[src/rtl/mjpeg_pkg.sv]
// Shared MJPEG constants: block geometry, coefficient width and component tag encodings.
package mjpeg_pkg;

  localparam int unsigned BLK_SIZE = 64;
  localparam int unsigned COEF_W   = 12;

  localparam logic [1:0] COMP_Y  = 2'd1;
  localparam logic [1:0] COMP_CB = 2'd2;
  localparam logic [1:0] COMP_CR = 2'd3;

  // 4:2:0 MCU ordering: four luma blocks, then Cb, then Cr.
  function automatic logic [1:0] comp_of_blk(input int unsigned blk);
    if (blk < 4) begin
      return COMP_Y;
    end else if (blk == 4) begin
      return COMP_CB;
    end else begin
      return COMP_CR;
    end
  endfunction

endpackage

[src/rtl/zigzag_lut.sv]
// Combinational JPEG zigzag-to-raster index map for one 8x8 block.
module zigzag_lut
  import mjpeg_pkg::*;
(
  input  logic [5:0] zz_idx_i,
  output logic [5:0] raster_idx_o
);

  localparam logic [5:0] ZzToRaster [BLK_SIZE] = '{
    6'd0,  6'd1,  6'd8,  6'd16, 6'd9,  6'd2,  6'd3,  6'd10,
    6'd17, 6'd24, 6'd32, 6'd25, 6'd18, 6'd11, 6'd4,  6'd5,
    6'd12, 6'd19, 6'd26, 6'd33, 6'd40, 6'd48, 6'd41, 6'd34,
    6'd27, 6'd20, 6'd13, 6'd6,  6'd7,  6'd14, 6'd21, 6'd28,
    6'd35, 6'd42, 6'd49, 6'd56, 6'd57, 6'd50, 6'd43, 6'd36,
    6'd29, 6'd22, 6'd15, 6'd23, 6'd30, 6'd37, 6'd44, 6'd51,
    6'd58, 6'd59, 6'd52, 6'd45, 6'd38, 6'd31, 6'd39, 6'd46,
    6'd53, 6'd60, 6'd61, 6'd54, 6'd47, 6'd55, 6'd62, 6'd63
  };

  assign raster_idx_o = ZzToRaster[zz_idx_i];

endmodule

[src/rtl/inverse_zigzag_buffer.sv]
// Ping-pong 8x8 block buffer: accepts coefficients in zigzag order and emits them in raster
// order with start/end-of-block markers and a per-block component tag.
module inverse_zigzag_buffer
  import mjpeg_pkg::*;
#(
  parameter int unsigned DW           = COEF_W,
  parameter int unsigned BLKS_PER_MCU = 6
) (
  input  logic          sys_clk,
  input  logic          sys_rst_n,
  input  logic [DW-1:0] in_data,
  input  logic          in_valid,
  output logic          in_ready,
  output logic [DW-1:0] out_data,
  output logic          out_valid,
  input  logic          out_ready,
  output logic          out_sob,
  output logic          out_eob,
  output logic [1:0]    out_comp
);

  localparam int unsigned   AW       = $clog2(BLK_SIZE);
  localparam int unsigned   BW       = (BLKS_PER_MCU > 1) ? $clog2(BLKS_PER_MCU) : 1;
  localparam logic [AW-1:0] AddrLast = AW'(BLK_SIZE - 1);
  localparam logic [BW-1:0] BlkLast  = BW'(BLKS_PER_MCU - 1);

  logic [DW-1:0] bank0_mem [BLK_SIZE];
  logic [DW-1:0] bank1_mem [BLK_SIZE];

  logic [AW-1:0] wr_idx_q, wr_addr, rd_addr_q;
  logic          wr_sel_q, rd_sel_q, iss_sel_q;
  logic [1:0]    full_q, full_d;
  logic [BW-1:0] blk_q;
  logic [DW-1:0] rd_data_q, out_data_q;
  logic          s1_valid_q, s1_sob_q, s1_eob_q;
  logic          out_valid_q, out_sob_q, out_eob_q;
  logic          wr_fire, out_fire, eob_fire, out_load, rd_en;

  zigzag_lut u_zigzag_lut (
    .zz_idx_i     (wr_idx_q),
    .raster_idx_o (wr_addr)
  );

  assign in_ready = ~full_q[wr_sel_q];
  assign wr_fire  = in_valid & in_ready;
  assign out_fire = out_valid_q & out_ready;
  assign eob_fire = out_fire & out_eob_q;
  assign out_load = s1_valid_q & (~out_valid_q | out_ready);
  // iss_sel runs ahead of rd_sel so the next bank is fetched while the previous one drains.
  assign rd_en    = full_q[iss_sel_q] & (~s1_valid_q | out_load);

  always_comb begin
    full_d = full_q;
    if (wr_fire && (wr_idx_q == AddrLast)) full_d[wr_sel_q] = 1'b1;
    if (eob_fire) full_d[rd_sel_q] = 1'b0;
  end

  always_ff @(posedge sys_clk) begin
    if (wr_fire && !wr_sel_q) bank0_mem[wr_addr] <= in_data;
    if (wr_fire && wr_sel_q)  bank1_mem[wr_addr] <= in_data;
    if (rd_en) rd_data_q <= iss_sel_q ? bank1_mem[rd_addr_q] : bank0_mem[rd_addr_q];
  end

  always_ff @(posedge sys_clk or negedge sys_rst_n) begin
    if (!sys_rst_n) begin
      wr_idx_q    <= '0;
      wr_sel_q    <= 1'b0;
      full_q      <= 2'b00;
      iss_sel_q   <= 1'b0;
      rd_addr_q   <= '0;
      rd_sel_q    <= 1'b0;
      blk_q       <= '0;
      s1_valid_q  <= 1'b0;
      s1_sob_q    <= 1'b0;
      s1_eob_q    <= 1'b0;
      out_valid_q <= 1'b0;
      out_sob_q   <= 1'b0;
      out_eob_q   <= 1'b0;
      out_data_q  <= '0;
    end else begin
      full_q <= full_d;
      if (wr_fire) begin
        wr_idx_q <= wr_idx_q + 1'b1;
        if (wr_idx_q == AddrLast) wr_sel_q <= ~wr_sel_q;
      end
      if (rd_en) begin
        rd_addr_q  <= rd_addr_q + 1'b1;
        s1_valid_q <= 1'b1;
        s1_sob_q   <= (rd_addr_q == '0);
        s1_eob_q   <= (rd_addr_q == AddrLast);
        if (rd_addr_q == AddrLast) iss_sel_q <= ~iss_sel_q;
      end else if (out_load) begin
        s1_valid_q <= 1'b0;
      end
      if (out_load) begin
        out_valid_q <= 1'b1;
        out_data_q  <= rd_data_q;
        out_sob_q   <= s1_sob_q;
        out_eob_q   <= s1_eob_q;
      end else if (out_fire) begin
        out_valid_q <= 1'b0;
        out_sob_q   <= 1'b0;
        out_eob_q   <= 1'b0;
      end
      if (eob_fire) begin
        rd_sel_q <= ~rd_sel_q;
        blk_q    <= (blk_q == BlkLast) ? '0 : blk_q + 1'b1;
      end
    end
  end

  assign out_data  = out_data_q;
  assign out_valid = out_valid_q;
  assign out_sob   = out_sob_q;
  assign out_eob   = out_eob_q;
  assign out_comp  = out_valid_q ? comp_of_blk(32'(blk_q)) : 2'd0;

endmodule

[config.mk]
export PLATFORM = sky130hd
export DESIGN_NAME = inverse_zigzag_buffer
export DESIGN_NICKNAME = d
export VERILOG_FILES = /design/src/rtl/mjpeg_pkg.sv /design/src/rtl/zigzag_lut.sv /design/src/rtl/inverse_zigzag_buffer.sv
export SDC_FILE = /design/constraint.sdc
export NUM_CORES = 2
export LEC_CHECK = 0
export BUFFER_PORTS_ARGS = -buffer_cell sky130_fd_sc_hd__buf_2
export CORE_MARGIN = 10
export CORE_UTILIZATION = 55
export CTS_CLUSTER_SIZE = 25
export DETAILED_ROUTE_END_ITERATION = 16
export MAX_ROUTING_LAYER = met4
export PLACE_DENSITY = 0.73
export SYNTH_ARGS = -nofsm -noshare
export SYNTH_HDL_FRONTEND = slang
export SYNTH_SLANG_ARGS = --single-unit
[constraint.sdc]
create_clock -name sys_clk -period 3.3 [get_ports sys_clk]
set_input_delay 0.66 -clock sys_clk [delete_from_list [all_inputs] [get_ports sys_clk]]
set_output_delay 0.66 -clock sys_clk [all_outputs]
set_load 0.005 [all_outputs]
==> parameters.txt <==
Parameter                              Value

Cells and area
  Final design instance area without fill ... 71,500 um^2
  Nets ... 3,198
  Multi-input logic area ... 14,000 um^2
  Layout cell share with drive strength beyond 1 ... 32.3%
  Number of fill cells ... 7,151
  Layout Area Growth over Synthesis ... 14.8%
  Commonest cells after routing, fill and taps aside ... sky130_fd_sc_hd__edfxtp_1 (1,548), sky130_fd_sc_hd__mux4_2 (416), sky130_fd_sc_hd__buf_4 (270), sky130_fd_sc_hd__clkbuf_16 (158), sky130_fd_sc_hd__nor2_1 (147)
  Sequential cell area ... between 40,000 and 50,000 um^2
  Finished Core Util ... 63.6%
  Count of non-filler cells in the finished layout ... 4,790
  Most common cell after layout, fill and taps aside ... sky130_fd_sc_hd__edfxtp_1

Placement
  Count of buffers from port buffering ... 33
  Last weighted congestion value of the routability-driven placer ... just over 0.9
  Minimum setup slack after placement ... -153 ps
  Placed instance count ... about 4,500
  Cell area after placement ... 66,500 um^2
  DP HPWL ... roughly 94 mm

Min path
  Type of the worst min-delay path ... in -> reg

Critical path
  Capturing element type of the critical path ... flop
  Reg2Reg Setup Slack ... 50 ps
  Cell with the biggest individual delay on the critical path ... sky130_fd_sc_hd__mux4_2
  Critical path arrival ... 3720 ps
  Startpoint kind of the worst setup timing path ... flop
  Worst Setup Path Type ... reg -> reg
  CP Cell Sequence ... buf_12 -> buf_12 -> buf_12 -> mux4_2 -> mux4_2 -> a32oi_1 -> a22oi_1
  Worst-path maximum fanout ... 32
  Required time of the worst setup path ... about 3800 ps
  Library cell appearing most often on the critical path ... sky130_fd_sc_hd__buf_12
  Critical Path Max Stage Delay ... 590 ps

STA
  Highest achievable clock rate ... 0.308 GHz
  Post-layout worst setup margin ... 54.7 ps
  Worst-case hold slack ... 184 ps
  Worst slew pin tran ... between 900 and 1000 ps
  Total count of max-transition violations in the final report ... 0
  Final setup viols ... 0
  Final hold violation count ... 0
  Final period util ... 98.3%
  RSZ-0062 raised after global routing ... false
  Remaining max-slew budget at the tightest pin ... 39.3%
  Minimum clock period ... 3250 ps
  Sum of negative setup slack ... 0 ps
  Worst clock skew ... 31.8 ps

Global route
  Pin count of the biggest net entering global routing ... 129
  Overflow left after global routing ... 0
  Antenna violations before repair ... 7
  Global-route wire length before repair ... 226 mm
  Total global routing track utilization ... 25.2%
  Vias in the first global route ... ~32,000

Clocking
  Root buffer cell ... sky130_fd_sc_hd__clkbuf_16
  Post-CTS setup repair buffer count ... 0
  Clock insertion delay at the later pin of the skew report ... 780 ps
  Clock tree from TritonCTS ... built
  Clock slew at reported path FFs ... 60 ps
  Max clock buf depth ... 3
  Inserted Clock Buffers ... 155
  H-tree level count ... 4
  Clock sink count ... 1,586

Floorplan
  Die Y ... 357 um
  Die Span X ... 357 um
  Rows ... between 100 and 150
  Area of the die ... 127,000 um^2
  Initial core utilization ... 55.4%
  Core box area ... approximately 110,000 um^2
  Ports placed on the boundary ... 34

Run status
  Run status ... complete, no violations

Drt
  Total number of vias ... 31,400
  Detailed-route DRC error count ... 0
  Violation count after the first detailed-route iteration ... 4,551
  Per-cell via count in the routed design ... between 6 and 7
  Average routed wire per standard cell ... 32.1 um
  Overall routed net length ... 154 mm
  Remaining antenna violation count ... 0
  First-pass iteration count of the detailed router ... 7

Synthesis
  Synthesis-stage register bit count ... 1,586
  Simple-gate area share of the yosys netlist ... 2.01%
  Arithmetic-cell share of the synthesized area counting full adders, half adders and majority gates ... less than 1%
  Multiplexer fraction of the synthesized cell area ... 17.6%
  Most used flip-flop cell after synthesis ... sky130_fd_sc_hd__edfxtp_1
  Main combinational cell family by area after synthesis ... multiplexers
  Post-Synth XOR/XNOR Area ... 0.183%
  Share of the synthesized area in compound gates (AO/OA/AOI/OAI) ... 2.03%
  Yosys warns ... 0
  Library cells used by synthesis ... 70
  Mean Syn Cell Area ... about 22 um^2
  Post-synthesis instance total ... 2,810
  Sequential area share after synthesis ... 76.2%
  Net count after synthesis ... 2,846
  EDFF count, synth ... around 1,500
  Post-synth ARST share ... approximately 2.4%
  Area of the mapped netlist ... 62,300 um^2

Power
  Total power ... 59.2 mW
  Reg power frac ... between 40 and 50%
  Share of total power consumed by net switching ... 31.3%
  Leakage power figure ... 22.8 nW
  Power share of the combinational group ... 31.1%
  Switching pwr ... ~19 mW
  Cell Pwr Density ... roughly 830 nW/um^2
  Peak ir drop on the vdd network ... 0.749 mV
  Internal power component ... 40.7 mW
  Clock share of power ... 28.9%

Flow run
  Max capacitance violation total ... 0
-- worst paths after layout --
path                                   start          endpoint  depth (start not counted)
max in group asynchronous          sys_rst_n       wr_idx_q[3]                          3
worst min-delay path              in_data[5]  bank1_mem[38][5]                          1
worst max register to register  rd_addr_q[0]      rd_data_q[6]                          7
worst max-delay path            rd_addr_q[0]      rd_data_q[6]                          7
worst min register to register  rd_data_q[2]       out_data[2]                          1
min in group asynchronous          sys_rst_n         out_valid                          2
-- power by group through the flow --
| stage | combinational [mW] | clock (mW) | sequential (mW) |
|---|---|---|---|
| 2_1_floorplan | 11.3 | 0 | 23.8 |
| 3_5_place_dp | 18.0 | 0 | 24.1 |
| 3_3_place_gp | 17.7 | 0 | 24.0 |
| 6_report | 18.4 | 17.1 | 23.7 |
| 5_1_grt | 19.2 | 18.1 | 23.8 |
| 4_1_cts | 18.2 | 17.3 | 23.7 |
-- critical path, delay by kind of cell (launching register included) --
kind                   cells  cell delay, ps
AOI/OAI and AO/OA          2             580
DFF                        1             470
muxes                      2            1110
buffers and inverters      3             720
-- cell type report --
| cell class | count | share of cell area, % |
|---|---|---|
| sequential | 1586 | 66.4 |
| multi-input combinational | 1060 | 19.6 |
| inverter | 14 | 0.0787 |
| clock buffer | 190 | 5.74 |
| clock inverter | 92 | 1.11 |
| antenna | 3 | 0.0105 |
| timing repair buffer | 345 | 4.48 |
| tap | 1500 | 2.62 |
-- layer usage --
metal	wire [um]	global-route usage, %	up-vias
met5	0	-	-
met4	5350	8.30	0
met3	17300	5.97	340
met2	74000	38.2	2072
met1	57300	34.0	16400
li1	-	-	12600
-- cells in the mapped netlist, drive strengths merged (6+ instances only) --
library cell  instances  area, um^2
o21ai                31         155
nor2b                 8        50.1
xnor2                12         105
clkbuf               43         165
nand2                35         131
dfrtp                38         951
and2                  6        37.5
buf                 106         759
ha                   20         250
a21oi                20         104
o211ai                8        60.1
nor2                163         612
nor3                 12        60.1
inv                  12        45.1
mux2i               111        1110
a221oi               19         179
a22oi                11        82.6
nand3                29         145
mux2                 32         360
o22ai                24         150
a211oi               11        82.6
edfxtp             1548       46500
mux4                421        9500
nand2b               12        75.1
a31oi                 7        43.8
o221ai                7        67.6
-- cell families after synthesis --
kind of cell / count (synthesis)
mux: 564
buf+inv: 164
flops: 1586
xor+xnor: 13
simple gates: 286
fa+ha+maj: 20
compound gates: 177
-- state kept, by name, indices dropped and copies added (netlist names) --
| signal | flops |
|---|---|
| out_valid | 1 |
| s1_sob_q | 1 |
| wr_sel_q | 1 |
| rd_addr_q | 6 |
| out_sob | 1 |
| bank1_mem | 768 |
| blk_q | 3 |
| rd_sel_q | 1 |
| s1_eob_q | 1 |
| rd_data_q | 12 |
| wr_idx_q | 6 |
| bank0_mem | 768 |
| out_eob | 1 |
| out_data | 12 |
| iss_sel_q | 1 |
| full_q | 2 |
| s1_valid_q | 1 |
-- what timing repair did --
item	in CTS	in global routing
pin swaps	0	1
endpoints found under the hold margin	9	0
endpoints found under the setup margin	8	958
hold buffers	1	0
gates resized for setup	7	18
(Power assumes the default switching activity.)
